==> config.mk <==
export PLATFORM = sky130hd
export DESIGN_NAME = conv_window_feeder
export DESIGN_NICKNAME = d
export VERILOG_FILES = /design/src/rtl/conv_window_feeder_pkg.sv /design/src/rtl/conv_line_buffer.sv /design/src/rtl/conv_window_feeder.sv
export SDC_FILE = /design/constraint.sdc
export NUM_CORES = 2
export LEC_CHECK = 0
export ABC_CLOCK_PERIOD_IN_PS = 66200
export CAP_MARGIN = 20
export CORE_MARGIN = 5
export CORE_UTILIZATION = 38
export CTS_CLUSTER_SIZE = 10
export DETAILED_ROUTE_END_ITERATION = 16
export PLACE_DENSITY_LB_ADDON = 0.08
export REMOVE_ABC_BUFFERS = 1
export SETUP_SLACK_MARGIN = 0.15
export SYNTH_ARGS = -nofsm -noshare
export SYNTH_HDL_FRONTEND = slang
export SYNTH_SLANG_ARGS = --single-unit
==> constraint.sdc <==
create_clock -name clk -period 66.2 [get_ports clk]
set_clock_uncertainty 0.05 [all_clocks]
set_input_delay 13.24 -clock clk [delete_from_list [all_inputs] [get_ports clk]]
set_output_delay 13.24 -clock clk [all_outputs]
set_load 0.05 [all_outputs]
==> src/rtl/conv_window_feeder_pkg.sv <==
// Shared definitions for the conv window feeder and the conv unit image port:
// pixel width, window element count, width helper, window layout index.
package conv_window_feeder_pkg;

    localparam int unsigned PIX_WIDTH = 16;

    // Number of elements in an F x F window.
    function automatic int unsigned win_elems(input int unsigned f);
        return f * f;
    endfunction

    // Ceiling log2, never narrower than one bit so counters stay declarable.
    function automatic int unsigned clog2_min1(input int unsigned n);
        int unsigned w;
        int unsigned v;
        w = 0;
        v = 1;
        while (v < n) begin
            v = v << 1;
            w = w + 1;
        end
        if (w == 0) begin
            w = 1;
        end
        return w;
    endfunction

    // Flattened element index: row r (0 = top), column c (0 = leftmost).
    function automatic int unsigned elem_idx(input int unsigned r,
                                             input int unsigned c,
                                             input int unsigned f);
        return r * f + c;
    endfunction

    typedef enum logic {
        WIN_EMPTY = 1'b0,
        WIN_FULL  = 1'b1
    } win_state_e;

endpackage

==> src/rtl/conv_line_buffer.sv <==
// Raster line buffer of (F-1)*W+F pixels exposing an F x F window of taps.
// The taps show the contents as they will be after the pending shift, so the
// newest pixel is taken straight from pix_i and only the older entries are
// held in registers.
module conv_line_buffer
    import conv_window_feeder_pkg::*;
#(
    parameter int unsigned DATA_WIDTH = PIX_WIDTH,
    parameter int unsigned F          = 5,
    parameter int unsigned W          = 32
) (
    input  logic                                clk_i,
    input  logic                                shift_en_i,
    input  logic [DATA_WIDTH-1:0]               pix_i,
    output logic [win_elems(F)*DATA_WIDTH-1:0]  taps_o
);

    localparam int unsigned DEPTH = (F - 1) * W + F;

    // Entry 0 of the full buffer is pix_i itself; sr_q[j] holds entry j+1.
    logic [DATA_WIDTH-1:0] sr_q [DEPTH-1];

    function automatic int unsigned tap_pos(input int unsigned r,
                                            input int unsigned c);
        return (F - 1 - r) * W + (F - 1 - c);
    endfunction

    // Shift one accepted pixel in at the head.
    always_ff @(posedge clk_i) begin
        if (shift_en_i) begin
            sr_q[0] <= pix_i;
            for (int unsigned j = 1; j < DEPTH - 1; j++) begin
                sr_q[j] <= sr_q[j-1];
            end
        end
    end

    // Gather the window taps into the flattened conv-unit layout.
    always_comb begin
        taps_o = '0;
        for (int unsigned r = 0; r < F; r++) begin
            for (int unsigned c = 0; c < F; c++) begin
                if (tap_pos(r, c) == 0) begin
                    taps_o[elem_idx(r, c, F)*DATA_WIDTH +: DATA_WIDTH] = pix_i;
                end else begin
                    taps_o[elem_idx(r, c, F)*DATA_WIDTH +: DATA_WIDTH] =
                        sr_q[tap_pos(r, c) - 1];
                end
            end
        end
    end

endmodule

==> src/rtl/conv_window_feeder.sv <==
// Builds stride-1 F x F windows from a raster pixel stream and hands them to
// the conv controller over a valid/ready handshake. One window register; the
// pixel input stalls while that register holds an unconsumed window.
module conv_window_feeder
    import conv_window_feeder_pkg::*;
#(
    parameter int unsigned DATA_WIDTH = PIX_WIDTH,
    parameter int unsigned F          = 5,
    parameter int unsigned W          = 32,
    parameter int unsigned H          = 32
) (
    input  logic                                clk,
    input  logic                                reset,
    input  logic [DATA_WIDTH-1:0]               pix_in,
    input  logic                                pix_valid,
    output logic                                pix_ready,
    output logic [win_elems(F)*DATA_WIDTH-1:0]  window,
    output logic                                win_valid,
    input  logic                                win_ready,
    output logic [clog2_min1(H)-1:0]            win_row,
    output logic [clog2_min1(W)-1:0]            win_col,
    output logic                                frame_done
);

    localparam int unsigned ROW_W = clog2_min1(H);
    localparam int unsigned COL_W = clog2_min1(W);
    localparam int unsigned WIN_W = win_elems(F) * DATA_WIDTH;

    localparam logic [ROW_W-1:0] ROW_FIRST = ROW_W'(F - 1);
    localparam logic [ROW_W-1:0] ROW_LAST  = ROW_W'(H - 1);
    localparam logic [COL_W-1:0] COL_FIRST = COL_W'(F - 1);
    localparam logic [COL_W-1:0] COL_LAST  = COL_W'(W - 1);

    win_state_e        state_q, state_d;
    logic [ROW_W-1:0]  row_q, row_d;
    logic [COL_W-1:0]  col_q, col_d;
    logic [WIN_W-1:0]  window_q, window_d;
    logic [ROW_W-1:0]  win_row_q, win_row_d;
    logic [COL_W-1:0]  win_col_q, win_col_d;
    logic              frame_done_q, frame_done_d;

    logic              accept;
    logic              trigger;
    logic              last_pix;
    logic [WIN_W-1:0]  taps;

    conv_line_buffer #(
        .DATA_WIDTH (DATA_WIDTH),
        .F          (F),
        .W          (W)
    ) u_line_buffer (
        .clk_i      (clk),
        .shift_en_i (accept),
        .pix_i      (pix_in),
        .taps_o     (taps)
    );

    // Handshake and window-completion decode for the current cycle.
    always_comb begin
        pix_ready = (state_q == WIN_EMPTY) || win_ready;
        accept    = pix_valid && pix_ready;
        last_pix  = (row_q == ROW_LAST) && (col_q == COL_LAST);
        trigger   = accept && (row_q >= ROW_FIRST) && (col_q >= COL_FIRST);
    end

    // Window register occupancy: a new window always wins over consumption.
    always_comb begin
        state_d = state_q;
        if (trigger) begin
            state_d = WIN_FULL;
        end else if ((state_q == WIN_FULL) && win_ready) begin
            state_d = WIN_EMPTY;
        end
    end

    // Raster position counters, window capture and end-of-frame pulse.
    always_comb begin
        row_d        = row_q;
        col_d        = col_q;
        window_d     = window_q;
        win_row_d    = win_row_q;
        win_col_d    = win_col_q;
        frame_done_d = 1'b0;
        if (accept) begin
            if (last_pix) begin
                row_d        = '0;
                col_d        = '0;
                frame_done_d = 1'b1;
            end else if (col_q == COL_LAST) begin
                col_d = '0;
                row_d = row_q + ROW_W'(1);
            end else begin
                col_d = col_q + COL_W'(1);
            end
        end
        if (trigger) begin
            window_d  = taps;
            win_row_d = row_q - ROW_FIRST;
            win_col_d = col_q - COL_FIRST;
        end
    end

    // State registers with synchronous reset.
    always_ff @(posedge clk) begin
        if (reset) begin
            state_q      <= WIN_EMPTY;
            row_q        <= '0;
            col_q        <= '0;
            window_q     <= '0;
            win_row_q    <= '0;
            win_col_q    <= '0;
            frame_done_q <= 1'b0;
        end else begin
            state_q      <= state_d;
            row_q        <= row_d;
            col_q        <= col_d;
            window_q     <= window_d;
            win_row_q    <= win_row_d;
            win_col_q    <= win_col_d;
            frame_done_q <= frame_done_d;
        end
    end

    assign win_valid  = (state_q == WIN_FULL);
    assign window     = window_q;
    assign win_row    = win_row_q;
    assign win_col    = win_col_q;
    assign frame_done = frame_done_q;

endmodule

==> results.tsv <==
metric	value	unit
status	complete, no violations	
final-max-slew-violation-count	0	
syn_to_final_growth	20.2	%
power_leakage	30.9	nW
final_cell_mix	2112 x edfxtp_1, 814 x nand2_1, 431 x clkdlybuf4s50_1	
ys_warn_count	0	
synth-seq-cells	2534	
final_nets	4641	
worst_r2r_endpoint	u_line_buffer.sr_q[26][11]	
drc	0	
peakVddDrop	0.0236	mV
grt_pass1_wl	191000	µm
avgViaCountPerCell	4.52	
antenna_found_initial	6	
critPathMaxFanout	7	
clk_path_buf_depth	4	
ctsHoldBuffers	0	
dp.cells	6985	
pin_count	433	
regArea	71900	µm²
wirelength	123000	µm
place_congestion	0.697	
ys.flop_type	edfxtp_1	
grt-ovfl-total	0	
die_h	464	µm
tns	0	ns
cts-resized-gates	0	
firstDrtPassIters	5	
multi_input_area	5590	µm²
fin_cells	7502	
syn_avg_cell_area	19.8	µm²
cp.required	52.91	ns
clock_latency	0.89	ns
vias	33900	
cap_violations	0	
max_freq	35.5	MHz
grt_max_degree	202	
root_buffer	clkbuf_16	
min_period	28.14	ns
synth-edff-count	2112	
cts_buffers	310	
worstPathArrival	14.85	ns
htree_levels	5	
layout_commonest_cell	edfxtp_1	
dieArea	215000	µm²
coreArea	205000	µm²
rsz0062_at_grt	no	
rows	166	
grt_pass1_vias	33500	
syn-cell-area	78400	µm²
period_share	42.5	%
clk_pin_slew	0.05	ns
nFillCells	17600	
hold_depth	0	
synthCells	3968	
wire_per_inst	16.3	µm
holdCritStartpoint	u_line_buffer.sr_q[50][6]	
initial_utilization	38.2	%
r2r_start	win_valid	
post_cts_buffers	0	
hold_viol	0	
grt_usage	11.0	%
hold_path_class	flop to flop	
worst-r2r-setup-slack	59.76	ns
hpwl	59200	µm
slew_headroom	18.6	%
cts_tree	done	
synthArstFlopShare	0	%
drt_iter0_drc	2954	
seq_area_frac_synth	91.7	%
synth.distinct_cells	31	
holdPathEnd	u_line_buffer.sr_q[51][6]	
cp-end-kind	primary output	
drive_gt1_share	7.73	%
p_per_area	35.4	nW/µm²
die_w	464	µm
clkSinkCount	2534	
antenna_left	0	
worstMarginPinSlew	1.22	ns
finalSetupViolations	0	
port_buffers	432	
crit_type	primary input to primary output	
startpoint_type	primary input	
reg2reg_depth	8	
[cell families (layout without fill, tap and decap cells)]
kind of cell | count (synthesis) | after routing | share of synthesized area [%]
flops | 2534 | 2534 | 91.7
simple gates | 842 | 842 | 4.10
compound gates | 429 | 429 | 2.79
buf+inv | 148 | 991 | 1.18
fa+ha+maj | 12 | 12 | 0.192
xor+xnor | 2 | 2 | 0.0224
mux | 1 | 1 | 0.0128
other cells | 0 | 3 | 0
[worst max-delay path, stage by stage]
cell	delay (ns)
clkdlybuf4s50_1	0.45
nand2b_1	0.28
clkdlybuf4s50_1	0.87
[layer usage]
metal  up-vias  track usage, %  share of wire, %
met5         -               0                 0
met4         0            4.53               3.2
met3       317            4.04               7.3
met2       740            15.1                41
met1     16900            15.7                48
li1      16000               -                 -
[state kept, by name, summed over array words and instances, names as in the netlist]
signal,flops
win_valid,1
frame_done,1
row_q,5
win_row,5
win_col,5
col_q,5
window,400
u_line_buffer.sr_q,2112
[Yosys cell counts, types with 3 or more instances]
library cell,n,area (µm²)
clkbuf_1,51,191
dfxtp_1,422,8450
buf_1,3,11.3
nand2_1,814,3060
ha_1,12,150
nand3_1,6,30.0
inv_1,10,37.5
buf_6,41,462
buf_2,39,195
edfxtp_1,2112,63400
o21ai_0,4,20.0
buf_4,4,30.0
a21oi_1,415,2080
a211oi_1,3,22.5
nor2_1,10,37.5
[per-stage QoR]
step / hold slack, ns / util [%] / setup slack (ns) / cell area (µm²) / power [mW]
5_1_grt: 0.327 / 46.0 / 38.00 / 94200 / 3.48
3_3_place_gp: 0.350 / 41.7 / 38.04 / 85500 / 1.90
2_1_floorplan: 0.350 / - / 7.69 / 77500 / 1.99
6_report: 0.327 / 46.0 / 38.06 / 94200 / 3.34
4_1_cts: 0.324 / 46.0 / 38.06 / 94200 / 3.40
3_5_place_dp: 0.355 / 41.7 / 38.07 / 85500 / 1.90
[how the worst max path moves through the flow]
stage | from | cells after the start | endpoint | slack (ns)
after floorplan | win_ready | 4 | win_row[2] | 7.69
after global placement | win_ready | 3 | pix_ready | 38.04
after detailed placement | win_ready | 3 | pix_ready | 38.07
after CTS | win_ready | 3 | pix_ready | 38.06
after global routing | win_ready | 3 | pix_ready | 38.00
final | win_ready | 3 | pix_ready | 38.06
[area by class of cell]
| cell class | instances | share of cell area [%] |
|---|---|---|
| Clock inverter | 18 | 0.130 |
| Multi-Input combinational cell | 1286 | 5.93 |
| Clock buffer | 496 | 9.11 |
| Antenna cell | 3 | 0.00797 |
| Sequential cell | 2534 | 76.3 |
| Tap cell | 2688 | 3.57 |
| Timing Repair Buffer | 467 | 4.94 |
| Inverter | 10 | 0.0478 |
[report_power, final]
group          internal [mW]  leakage, nW  total [mW]  switching (mW)
Sequential              1.81         24.1        1.84          0.0224
Clock                  0.879         4.17        1.47           0.589
Combinational        0.00285         2.65      0.0324          0.0295
Power figures use the tool's default switching activity.
